**src/rtl/kamacore_fetch_ctrl.sv**
```systemverilog
// kamacore_fetch_ctrl: instruction-fetch sequencer.
// Owns the PC, presents it to instruction memory (asynchronous read) and registers
// the returned word into the IF/ID output slot behind a valid/ready handshake.
// Handles branch redirect/flush, halt/resume and counts accepted instructions.
//
// state | meaning
// RUN   | fetching: a new word is captured whenever the output slot is free
// HALT  | no new fetches; a live output word drains, pc moves only on a branch
module kamacore_fetch_ctrl #(
  parameter int ADDR_WIDTH  = 8,
  parameter int CPU_WIDTH   = 32,
  parameter int COUNT_WIDTH = 16
) (
  input  logic                   clk,
  input  logic                   rst,
  input  logic                   branch_valid,
  input  logic [ADDR_WIDTH-1:0]  branch_target,
  input  logic                   halt_req,
  input  logic                   resume,
  input  logic                   id_ready,
  output logic [ADDR_WIDTH-1:0]  imem_addr,
  input  logic [CPU_WIDTH-1:0]   imem_rdata,
  output logic                   if_valid,
  output logic [CPU_WIDTH-1:0]   if_instruction,
  output logic [ADDR_WIDTH-1:0]  if_pc,
  output logic                   halted,
  output logic [COUNT_WIDTH-1:0] issue_count
);

  typedef enum logic {
    S_RUN  = 1'b0,
    S_HALT = 1'b1
  } state_t;

  localparam logic [COUNT_WIDTH-1:0] CNT_MAX = '1;

  state_t                state_q;
  state_t                state_d;
  logic [ADDR_WIDTH-1:0] pc_q;
  logic                  xfer;
  logic                  slot_free;
  logic                  fetch_en;
  logic                  drop_valid;
  logic                  count_en;

  // State register.
  always_ff @(posedge clk or posedge rst) begin
    if (rst) state_q <= S_RUN;
    else     state_q <= state_d;
  end

  // Next state: halt_req wins over resume when both arrive while halted.
  always_comb begin
    state_d = state_q;
    case (state_q)
      S_RUN:   if (halt_req) state_d = S_HALT;
      S_HALT:  if (resume && !halt_req) state_d = S_RUN;
      default: state_d = S_RUN;
    endcase
  end

  // Fetch/flush control: branch beats halt beats fetch; a flushed word is never counted.
  always_comb begin
    xfer       = if_valid && id_ready;
    slot_free  = !if_valid || id_ready;
    fetch_en   = !branch_valid && (state_q == S_RUN) && !halt_req && slot_free;
    drop_valid = branch_valid || (xfer && !fetch_en);
    count_en   = xfer && !branch_valid && (issue_count != CNT_MAX);
  end

  // Datapath registers: pc, output slot and saturating issue counter.
  always_ff @(posedge clk or posedge rst) begin
    if (rst) begin
      pc_q           <= '0;
      if_valid       <= 1'b0;
      if_instruction <= '0;
      if_pc          <= '0;
      issue_count    <= '0;
    end else begin
      if (branch_valid)  pc_q <= branch_target;
      else if (fetch_en) pc_q <= pc_q + 1'b1;

      if (fetch_en) begin
        if_valid       <= 1'b1;
        if_instruction <= imem_rdata;
        if_pc          <= pc_q;
      end else if (drop_valid) begin
        if_valid <= 1'b0;
      end

      if (count_en) issue_count <= issue_count + 1'b1;
    end
  end

  assign imem_addr = pc_q;
  assign halted    = (state_q == S_HALT);

endmodule
```
**config.mk**
```make
export PLATFORM = sky130hd
export DESIGN_NAME = kamacore_fetch_ctrl
export DESIGN_NICKNAME = d
export VERILOG_FILES = /design/src/rtl/kamacore_fetch_ctrl.sv
export SDC_FILE = /design/constraint.sdc
export NUM_CORES = 1
export LEC_CHECK = 0
export BUFFER_PORTS_ARGS = -buffer_cell sky130_fd_sc_hd__buf_2
export CAP_MARGIN = 25
export CORE_MARGIN = 3
export CORE_UTILIZATION = 45
export DETAILED_ROUTE_END_ITERATION = 10
export PLACE_DENSITY = 0.81
export SLEW_MARGIN = 20
export SYNTH_ARGS = -nofsm -noshare
export SYNTH_HDL_FRONTEND = slang
export SYNTH_SLANG_ARGS = --single-unit
```
**constraint.sdc**
```tcl
create_clock -name clk -period 2.4 [get_ports clk]
set_input_delay 0.12 -clock clk [delete_from_list [all_inputs] [get_ports clk]]
set_output_delay 0.12 -clock clk [all_outputs]
set_load 0.02 [all_outputs]
```
==> impl_metrics.env, run 1 <==
export IMPL_ys_types=35
export IMPL_n_antenna_cell=0
export IMPL_initial_core_util_pct=46.9
export IMPL_die_y_um=85.0
export IMPL_grt_pass1_wl_um=10000
export IMPL_die_w_um=85.0
export IMPL_synth_top_cell_area_share_pct=58.8
export IMPL_synth_seq_cells=66
export IMPL_rows=28
export IMPL_grt_max_degree=40
export IMPL_drc=0
export IMPL_synth_main_ff_cell="dfrtp_1"
export IMPL_ir_drop_uv=529
export IMPL_tns_ns=0
export IMPL_max_slew_worst_pin_slew_ns=0.624
export IMPL_synthTopCellsByArea="dfrtp_1 59%, mux2_2 15%, xor2_1 2.8%"
export IMPL_r2r_start="issue_count[0]"
export IMPL_grt_use_total_pct=17.3
export IMPL_synth_top_area_cell="dfrtp_1"
export IMPL_syn_inst=212
export IMPL_relSlewSlack_pct=58.3
export IMPL_cp_data_arrival_time_ns=2.00
export IMPL_setup_violations=0
export IMPL_clock_skew_ns=0.00568
export IMPL_cp_required_ns=2.61
export IMPL_finalNonFillerCells=417
export IMPL_p_leak_nw=1.84
export IMPL_finalNetCount=385
export IMPL_die_area_um2=7220
export IMPL_clk_pin_slew_worst_paths_ns=0.07
export IMPL_htree_levels=3
export IMPL_synthArstFlopShare_pct=100
export IMPL_dr_total_vias=2073
export IMPL_clock_latency_ns=0.33
export IMPL_post_route_period_util_pct=74.9
export IMPL_hp_start="imem_rdata[15]"
export IMPL_design_area_um2=3730
export IMPL_antenna_found_initial=0
export IMPL_routed_wl_um=5890
export IMPL_synthesis_nets=260
export IMPL_fmax_mhz=556
export IMPL_timing_hold_ws_ns=0.0125
export IMPL_path_class="reg2reg"
export IMPL_power_total_w=0.00318
export IMPL_netlist_area_um2=2810
export IMPL_power_density_nw_per_um2=854
export IMPL_antenna_left=0
export IMPL_synth_seq_area_share_pct=58.8
export IMPL_globalRoute_totalOverflow=0
export IMPL_syn_area_per_cell_um2=13.2
export IMPL_gp_congestion=0.788
export IMPL_critPathLaunchType="flop"
export IMPL_portBuffers=111
export IMPL_clock_sinks=66
export IMPL_avgRoutedWirePerCell_um=14.1
export IMPL_grt_pass1_vias=2136
export IMPL_period_needed_ns=1.80
export IMPL_postCtsSetupRepairBufs=0
export IMPL_drt_iter0_markers=69
export IMPL_ios=112
export IMPL_viasPerCell=4.97
export IMPL_dp_hpwl_um=4240
export IMPL_drive_gt1_share_pct=51.5
export IMPL_dr_pass1_iters=4
export IMPL_min_path_type="in2reg"
export IMPL_synth_edff_count=0
export IMPL_cts_made_buffers=9
export IMPL_place_inst=395
export IMPL_tritoncts="done"
export IMPL_cap_violations=0
export IMPL_clockRootBuffer="clkbuf_8"
export IMPL_synth_most_common_cell="dfrtp_1"
export IMPL_yosys_warnings=0
export IMPL_place_area_um2=3470
export IMPL_crit_start="issue_count[0]"
export IMPL_cp_end_kind="flop"
export IMPL_outcome="finished clean"
export IMPL_clk_path_buf_depth=2
export IMPL_nFillCells=491
export IMPL_syn_to_final_growth_pct=32.8
export IMPL_hold_violations=0
export IMPL_cp_max_fo=9
export IMPL_maxSlewViolCount=0
export IMPL_core_area_um2=5990
export IMPL_netlist_top_cells_count="66 x dfrtp_1, 37 x mux2_2, 16 x nand2_1, 9 x xor2_1, 8 x nor2_1"
export IMPL_r2r_setup_slack_ns=0.60
export IMPL_rsz0062_at_grt="false"
metal layers:
| metal | up-vias | track usage (%) | share of wire, % |
|---|---|---|---|
| met1 | 1006 | 22.4 | 43 |
| met4 | 0 | 7.48 | 0.87 |
| met5 | - | 0 | 0 |
| met2 | 67 | 27.3 | 49 |
| li1 | 995 | - | - |
| met3 | 5 | 4.95 | 7.3 |
registers in the layout, indices dropped and copies added (netlist names):
register / cells
if_pc: 8
if_instruction: 32
halted: 1
if_valid: 1
issue_count: 16
imem_addr: 8
path summary, 6_finish.rpt:
path | endpoint | cells after the start
max in group asynchronous | if_pc[0] | 4
max reg2reg | issue_count[9] | 5
min reg2reg | if_instruction[15] | 1
min in group asynchronous | if_instruction[12] | 3
max | issue_count[9] | 5
min | if_instruction[15] | 2
power by group:
part	switching, W	internal [W]
Clock	0.000394	0.000537
Sequential	0.000130	0.00131
Combinational	0.000468	0.000342
worst max-delay path: stages, from the launching register on:
cell	delay, ns
dfrtp_1	0.43
ha_1	0.27
nand2_4	0.08
o41ai_4	0.56
nor3_1	0.16
xor2_1	0.17
cell families after synthesis:
logic type	share of synthesized area, %
multiplexers	17.7
XOR/XNOR	4.99
flip-flops	58.8
AND/OR/NAND/NOR	12.2
buffers and inverters	1.69
AO/OA/AOI/OAI	3.74
adder cells (fa/ha/maj)	0.891
per-stage QoR:
step	utilization, %	setup slack, ns
after floorplan	-	0.611
after CTS	62.2	0.610
after detailed placement	57.9	0.631
final	62.2	0.602
after global placement	57.9	0.690
after global routing	62.2	0.440
final cells by class:
cell class              instances  area [um2]  share of cell area [%]
flip-flops and latches         66        1650                    44.3
multi-input cells             135        1110                    29.9
repair buffers                120         651                    17.5
clock buffers                  14         163                    4.36
well taps                      75        93.8                    2.52
clock inverters                 2        35.0                   0.940
inverters                       5        18.8                   0.504
timing repair:
action	CTS	global route
endpoints found under the setup margin	0	0
resized for setup	0	0
hold endpoints to repair	32	0
hold buffers	6	0
placed cells by master (no fill, tap or decap), types with 3 or more instances in the layout:
cell / Yosys / layout
o21ai_0: 5 / 5
nor3_1: 4 / 4
xnor2_1: 7 / 7
dfrtp_1: 66 / 66
buf_2: 5 / 111
mux2_1: 4 / 4
nand2_1: 16 / 16
mux2_2: 37 / 37
nand4_1: 6 / 6
xor2_1: 9 / 9
nand3_1: 7 / 7
dlygate4sd3_1: 0 / 6
clkbuf_1: 1 / 3
nor2_1: 8 / 8
o21ai_1: 4 / 4
clkbuf_8: 0 / 11
inv_1: 5 / 4
(Power assumes the default switching activity.)
==> run 2, diff against run 1 <==
--- a/config.mk
+++ b/config.mk
@@ -8,7 +8,7 @@
 export BUFFER_PORTS_ARGS = -buffer_cell sky130_fd_sc_hd__buf_2
 export CAP_MARGIN = 25
 export CORE_MARGIN = 3
-export CORE_UTILIZATION = 45
+export CORE_UTILIZATION = 43
 export DETAILED_ROUTE_END_ITERATION = 10
 export PLACE_DENSITY = 0.81
 export SLEW_MARGIN = 20
==> constraint.sdc (replaced) <==
create_clock -name clk -period 1.5 [get_ports clk]
set_input_delay 0.075 -clock clk [delete_from_list [all_inputs] [get_ports clk]]
set_output_delay 0.075 -clock clk [all_outputs]
set_load 0.02 [all_outputs]
==> impl_metrics.env, run 2 (synthesis gave the netlist of run 1 again) <==
export IMPL_critPathLaunchType="flop"
export IMPL_grt_pass1_vias=2613
export IMPL_clock_latency_ns=0.34
export IMPL_period_needed_ns=1.58
export IMPL_place_area_um2=3910
export IMPL_maxSlewViolCount=0
export IMPL_initial_core_util_pct=45.8
export IMPL_largest_reg_flops=32
export IMPL_violations="negative setup slack"
export IMPL_path_class="reg2reg"
export IMPL_post_route_period_util_pct=105
export IMPL_switching_share_pct=30.8
export IMPL_portBuffers=111
export IMPL_clockRootBuffer="clkbuf_8"
export IMPL_cp_data_arrival_time_ns=1.79
export IMPL_dp_hpwl_um=5130
export IMPL_min_path_type="in2reg"
export IMPL_tritoncts="done"
export IMPL_p_switching_w=0.00181
export IMPL_mostFrequentLayoutCell="buf_2"
export IMPL_power_density_nw_per_um2=1200
export IMPL_core_area_um2=6130
export IMPL_r2r_setup_slack_ns=-0.08
export IMPL_htree_levels=3
export IMPL_die_w_um=86.8
export IMPL_cp_required_ns=1.70
export IMPL_gp_congestion=0.753
export IMPL_grt_pass1_wl_um=12500
export IMPL_clock_sinks=66
export IMPL_utilization_pct=79.7
export IMPL_relSlewSlack_pct=76.8
export IMPL_cp_end_kind="flop"
export IMPL_finalNetCount=465
export IMPL_layout_common_cells="112 x buf_2, 51 x dfrtp_1, 42 x mux2_4, 42 x dlygate4sd3_1, 31 x buf_4"
export IMPL_power_total_w=0.00588
export IMPL_timing_hold_ws_ns=0.0182
export IMPL_syn_to_final_growth_pct=74.1
export IMPL_p_comb_share_pct=30.4
export IMPL_design_area_um2=4890
export IMPL_cap_violations=0
export IMPL_antenna_left=0
export IMPL_cp_max_fo=5
export IMPL_seqPwrFrac_pct=39.8
export IMPL_top_regs="if_instruction x32, issue_count x16"
export IMPL_power_share_clock_pct=29.8
export IMPL_hold_violations=0
export IMPL_cts_made_buffers=9
export IMPL_ios=112
export IMPL_outcome="complete, but fails checks"
export IMPL_clock_skew_ns=0.00879
export IMPL_drive_gt1_share_pct=60.2
export IMPL_routed_wl_um=8660
export IMPL_dr_total_vias=2522
export IMPL_dr_pass1_iters=4
export IMPL_p_leak_nw=2.44
export IMPL_setup_violations=8
export IMPL_drc=0
export IMPL_setup_ws_ns=-0.0815
export IMPL_grt_use_total_pct=21.6
export IMPL_rsz0062_at_grt="true"
export IMPL_antenna_found_initial=1
export IMPL_max_slew_worst_pin_slew_ns=0.348
export IMPL_ir_drop_uv=838
export IMPL_clk_pin_slew_worst_paths_ns=0.07
export IMPL_avgRoutedWirePerCell_um=17.4
export IMPL_grt_max_degree=67
export IMPL_fmax_mhz=632
export IMPL_viasPerCell=5.06
export IMPL_die_area_um2=7540
export IMPL_drt_iter0_markers=75
export IMPL_clk_path_buf_depth=2
export IMPL_rows=28
export IMPL_p_int_w=0.00407
export IMPL_place_ws_ns=-0.0669
export IMPL_die_y_um=86.8
export IMPL_globalRoute_totalOverflow=0
export IMPL_top_register="if_instruction"
-- run 2: cell type report --
class	instances	area, um2
diodes	1	2.50
well taps	75	93.8
clock inverters	4	72.6
flip-flops and latches	66	1670
multi-input cells	135	1410
clock buffers	12	165
repair buffers	200	1450
fillers	347	1240
inverters	5	22.5
-- run 2: power groups by stage --
stage                     clock [W]  combinational [W]  sequential (W)
after floorplan                   0           0.000540         0.00277
after global placement            0            0.00155         0.00233
after detailed placement          0            0.00159         0.00234
after CTS                   0.00178            0.00170         0.00232
after global routing        0.00186            0.00189         0.00238
final                       0.00175            0.00179         0.00234
-- run 2: worst max-delay path: stages, from the launching register on --
cell and delay (ns):
dfrtp_2 0.39, ha_4 0.18, nand2_4 0.07, o41ai_4 0.34, buf_6 0.18, buf_6 0.09
nor3_2 0.04, xor2_1 0.16
-- run 2: timing repair --
action                                 4_1_cts  5_1_grt
gates cloned                                 1        3
setup endpoints to repair                   45       54
pin swaps                                    2       10
hold buffers                                42        0
endpoints found under the hold margin      107        0
gates resized for setup                     11       30
setup buffers                                0        7
-- run 2: worst paths after layout --
path                            cells past startpoint               start                  to
worst max-delay path                                7      issue_count[1]      issue_count[5]
worst min-delay path                                3              resume              halted
worst max register to register                      7      issue_count[1]      issue_count[5]
worst min register to register                      1  if_instruction[24]  if_instruction[24]
max in group asynchronous                           4                 rst      issue_count[4]
min in group asynchronous                           4                 rst   if_instruction[9]
-- run 2: metal layers --
layer | part of all wire, % | track usage, % | vias to the layer above | routed length (um)
li1 | - | - | 1159 | -
met1 | 40 | 27.1 | 1245 | 3440
met2 | 52 | 35.6 | 91 | 4500
met3 | 4.8 | 4.18 | 27 | 415
met4 | 3.5 | 10.8 | 0 | 305
met5 | 0 | 0 | - | 0
-- run 2: stage by stage --
stage,setup TNS (ns),instances
after floorplan,-3.62,212
after global placement,-0.333,428
after detailed placement,-0.878,428
after CTS,-0.0616,487
after global routing,-2.90,498
final,-0.209,498
==> run 3, diff against run 2 <==
==> constraint.sdc (replaced) <==
create_clock -name clk -period 1.5 [get_ports clk]
set_input_delay 0.075 -clock clk [delete_from_list [all_inputs] [get_ports clk]]
set_output_delay 0.075 -clock clk [all_outputs]
set_load 0.05 [all_outputs]
==> impl_metrics.env, run 3 (synthesis gave the netlist of run 1 again) <==
export IMPL_outcome="complete, but fails checks"
export IMPL_violations="negative setup slack"
export IMPL_n_antenna_cell=0
export IMPL_r2r_start="halted"
export IMPL_clock_skew_ns=0.00457
export IMPL_tritoncts="done"
export IMPL_tns_ns=-0.159
export IMPL_grt_max_degree=34
export IMPL_cp_max_fo=8
export IMPL_ir_drop_uv=1110
export IMPL_clockRootBuffer="clkbuf_8"
export IMPL_crit_buf_inv=2
export IMPL_place_inst=429
export IMPL_dp_hpwl_um=5250
export IMPL_dr_total_vias=2476
export IMPL_max_slew_worst_pin_slew_ns=0.458
export IMPL_relSlewSlack_pct=69.4
export IMPL_design_area_um2=4710
export IMPL_antenna_found_initial=0
export IMPL_critPathLaunchType="flop"
export IMPL_dr_pass1_iters=4
export IMPL_fmax_mhz=655
export IMPL_period_needed_ns=1.53
export IMPL_place_area_um2=3980
export IMPL_place_ws_ns=-0.0478
export IMPL_path_class="reg2reg"
export IMPL_routed_wl_um=8020
export IMPL_initial_core_util_pct=45.8
export IMPL_drive_gt1_share_pct=59.8
export IMPL_cp_required_ns=1.72
export IMPL_hold_violations=0
export IMPL_hold_depth=2
export IMPL_rsz0062_at_grt="true"
export IMPL_cp_data_arrival_time_ns=1.74
export IMPL_r2r_setup_slack_ns=-0.03
export IMPL_crit_chain="nor4_4 -> buf_4 -> clkbuf_16 -> mux2_4"
export IMPL_critPathTopFamily="flip-flops"
export IMPL_rows=28
export IMPL_setup_ws_ns=-0.0262
export IMPL_cts_made_buffers=9
export IMPL_post_route_period_util_pct=102
export IMPL_min_path_type="in2reg"
export IMPL_clock_sinks=66
export IMPL_power_density_nw_per_um2=1300
export IMPL_finalNetCount=461
export IMPL_nFillCells=381
export IMPL_grt_pass1_wl_um=12500
export IMPL_grt_use_total_pct=21.6
export IMPL_avgRoutedWirePerCell_um=16.3
export IMPL_layout_common_cells="111 x buf_2, 46 x dfrtp_1, 42 x mux2_4, 42 x dlygate4sd3_1, 33 x buf_4"
export IMPL_top_regs="if_instruction x32, issue_count x16"
export IMPL_core_area_um2=6130
export IMPL_clk_pin_slew_worst_paths_ns=0.07
export IMPL_cp_end_kind="flop"
export IMPL_top_register="if_instruction"
export IMPL_finalNonFillerCells=493
export IMPL_htree_levels=3
export IMPL_switching_share_pct=40.9
export IMPL_antenna_left=0
export IMPL_p_switching_w=0.00250
export IMPL_gp_congestion=0.766
export IMPL_grt_pass1_vias=2637
export IMPL_p_leak_nw=2.35
export IMPL_setup_violations=18
export IMPL_cp_slowest_cell="dfrtp_2"
export IMPL_cpPeakStageDelay_ns=0.45
export IMPL_syn_to_final_growth_pct=67.8
export IMPL_p_int_w=0.00361
export IMPL_hp_start="halt_req"
export IMPL_mostFrequentLayoutCell="buf_2"
export IMPL_ff2ff_path_depth=4
export IMPL_largest_reg_flops=32
export IMPL_holdPathEnd="halted"
export IMPL_clk_path_buf_depth=2
export IMPL_power_share_clock_pct=21.0
export IMPL_cap_violations=0
export IMPL_p_comb_share_pct=40.5
export IMPL_clock_latency_ns=0.34
export IMPL_globalRoute_totalOverflow=0
export IMPL_die_w_um=86.8
export IMPL_die_area_um2=7540
export IMPL_ios=112
export IMPL_drc=0
export IMPL_portBuffers=111
export IMPL_drt_iter0_markers=69
export IMPL_die_y_um=86.8
export IMPL_r2r_end="if_instruction[16]"
export IMPL_maxSlewViolCount=0
export IMPL_viasPerCell=5.02
export IMPL_seqPwrFrac_pct=38.6
-- run 3: what timing repair did --
action / CTS / global route
resized for setup: 4 / 10
setup endpoints to repair: 45 / 54
hold buffers: 42 / 0
setup buffers: 2 / 2
pin swaps: 2 / 5
hold endpoints to repair: 58 / 0
gates cloned: 0 / 2
-- run 3: power groups by stage --
stage,Combinational (W),Sequential (W),Clock [W]
6_report,0.00248,0.00236,0.00128
3_3_place_gp,0.00232,0.00236,0
4_1_cts,0.00247,0.00235,0.00133
5_1_grt,0.00258,0.00239,0.00139
2_1_floorplan,0.000586,0.00352,0
3_5_place_dp,0.00238,0.00237,0
-- run 3: per-layer routing --
metal | track usage, % | wire, um | up-vias | part of all wire [%]
li1 | - | - | 1150 | -
met1 | 24.3 | 3030 | 1206 | 38
met2 | 37.3 | 4290 | 94 | 53
met3 | 6.08 | 416 | 26 | 5.2
met4 | 10.8 | 287 | 0 | 3.6
met5 | 0 | 0 | - | 0
-- run 3: cell type report --
class	instances	area, um2	share of cell area [%]
Inverter	5	22.5	0.478
Clock inverter	3	15.0	0.319
Sequential cell	66	1680	35.6
Multi-Input combinational cell	135	1370	29.0
Clock buffer	13	149	3.16
Tap cell	75	93.8	1.99
Timing Repair Buffer	196	1390	29.5
-- run 3: stage by stage --
stage	total power, W	hold WS [ns]	util, %
2_1_floorplan	0.00411	0.167	-
3_3_place_gp	0.00468	0.105	64.9
3_5_place_dp	0.00475	0.113	64.9
4_1_cts	0.00615	0.0156	75.0
5_1_grt	0.00636	0.0201	76.9
6_report	0.00612	0.0319	76.9
-- run 3: worst reg2reg max path: stages (launching register included) --
cell,delay [ns]
dfrtp_2,0.45
nor4_4,0.28
buf_4,0.20
clkbuf_16,0.17
mux2_4,0.31
-- run 3: worst max path at each step --
stage / from / to / cells after the start
5_1_grt: halted / if_instruction[16] / 4
3_5_place_dp: if_valid / if_instruction[0] / 5
3_3_place_gp: if_valid / if_instruction[22] / 5
2_1_floorplan: issue_count[4] / issue_count[1] / 4
4_1_cts: if_valid / if_instruction[16] / 5
6_report: halted / if_instruction[16] / 4
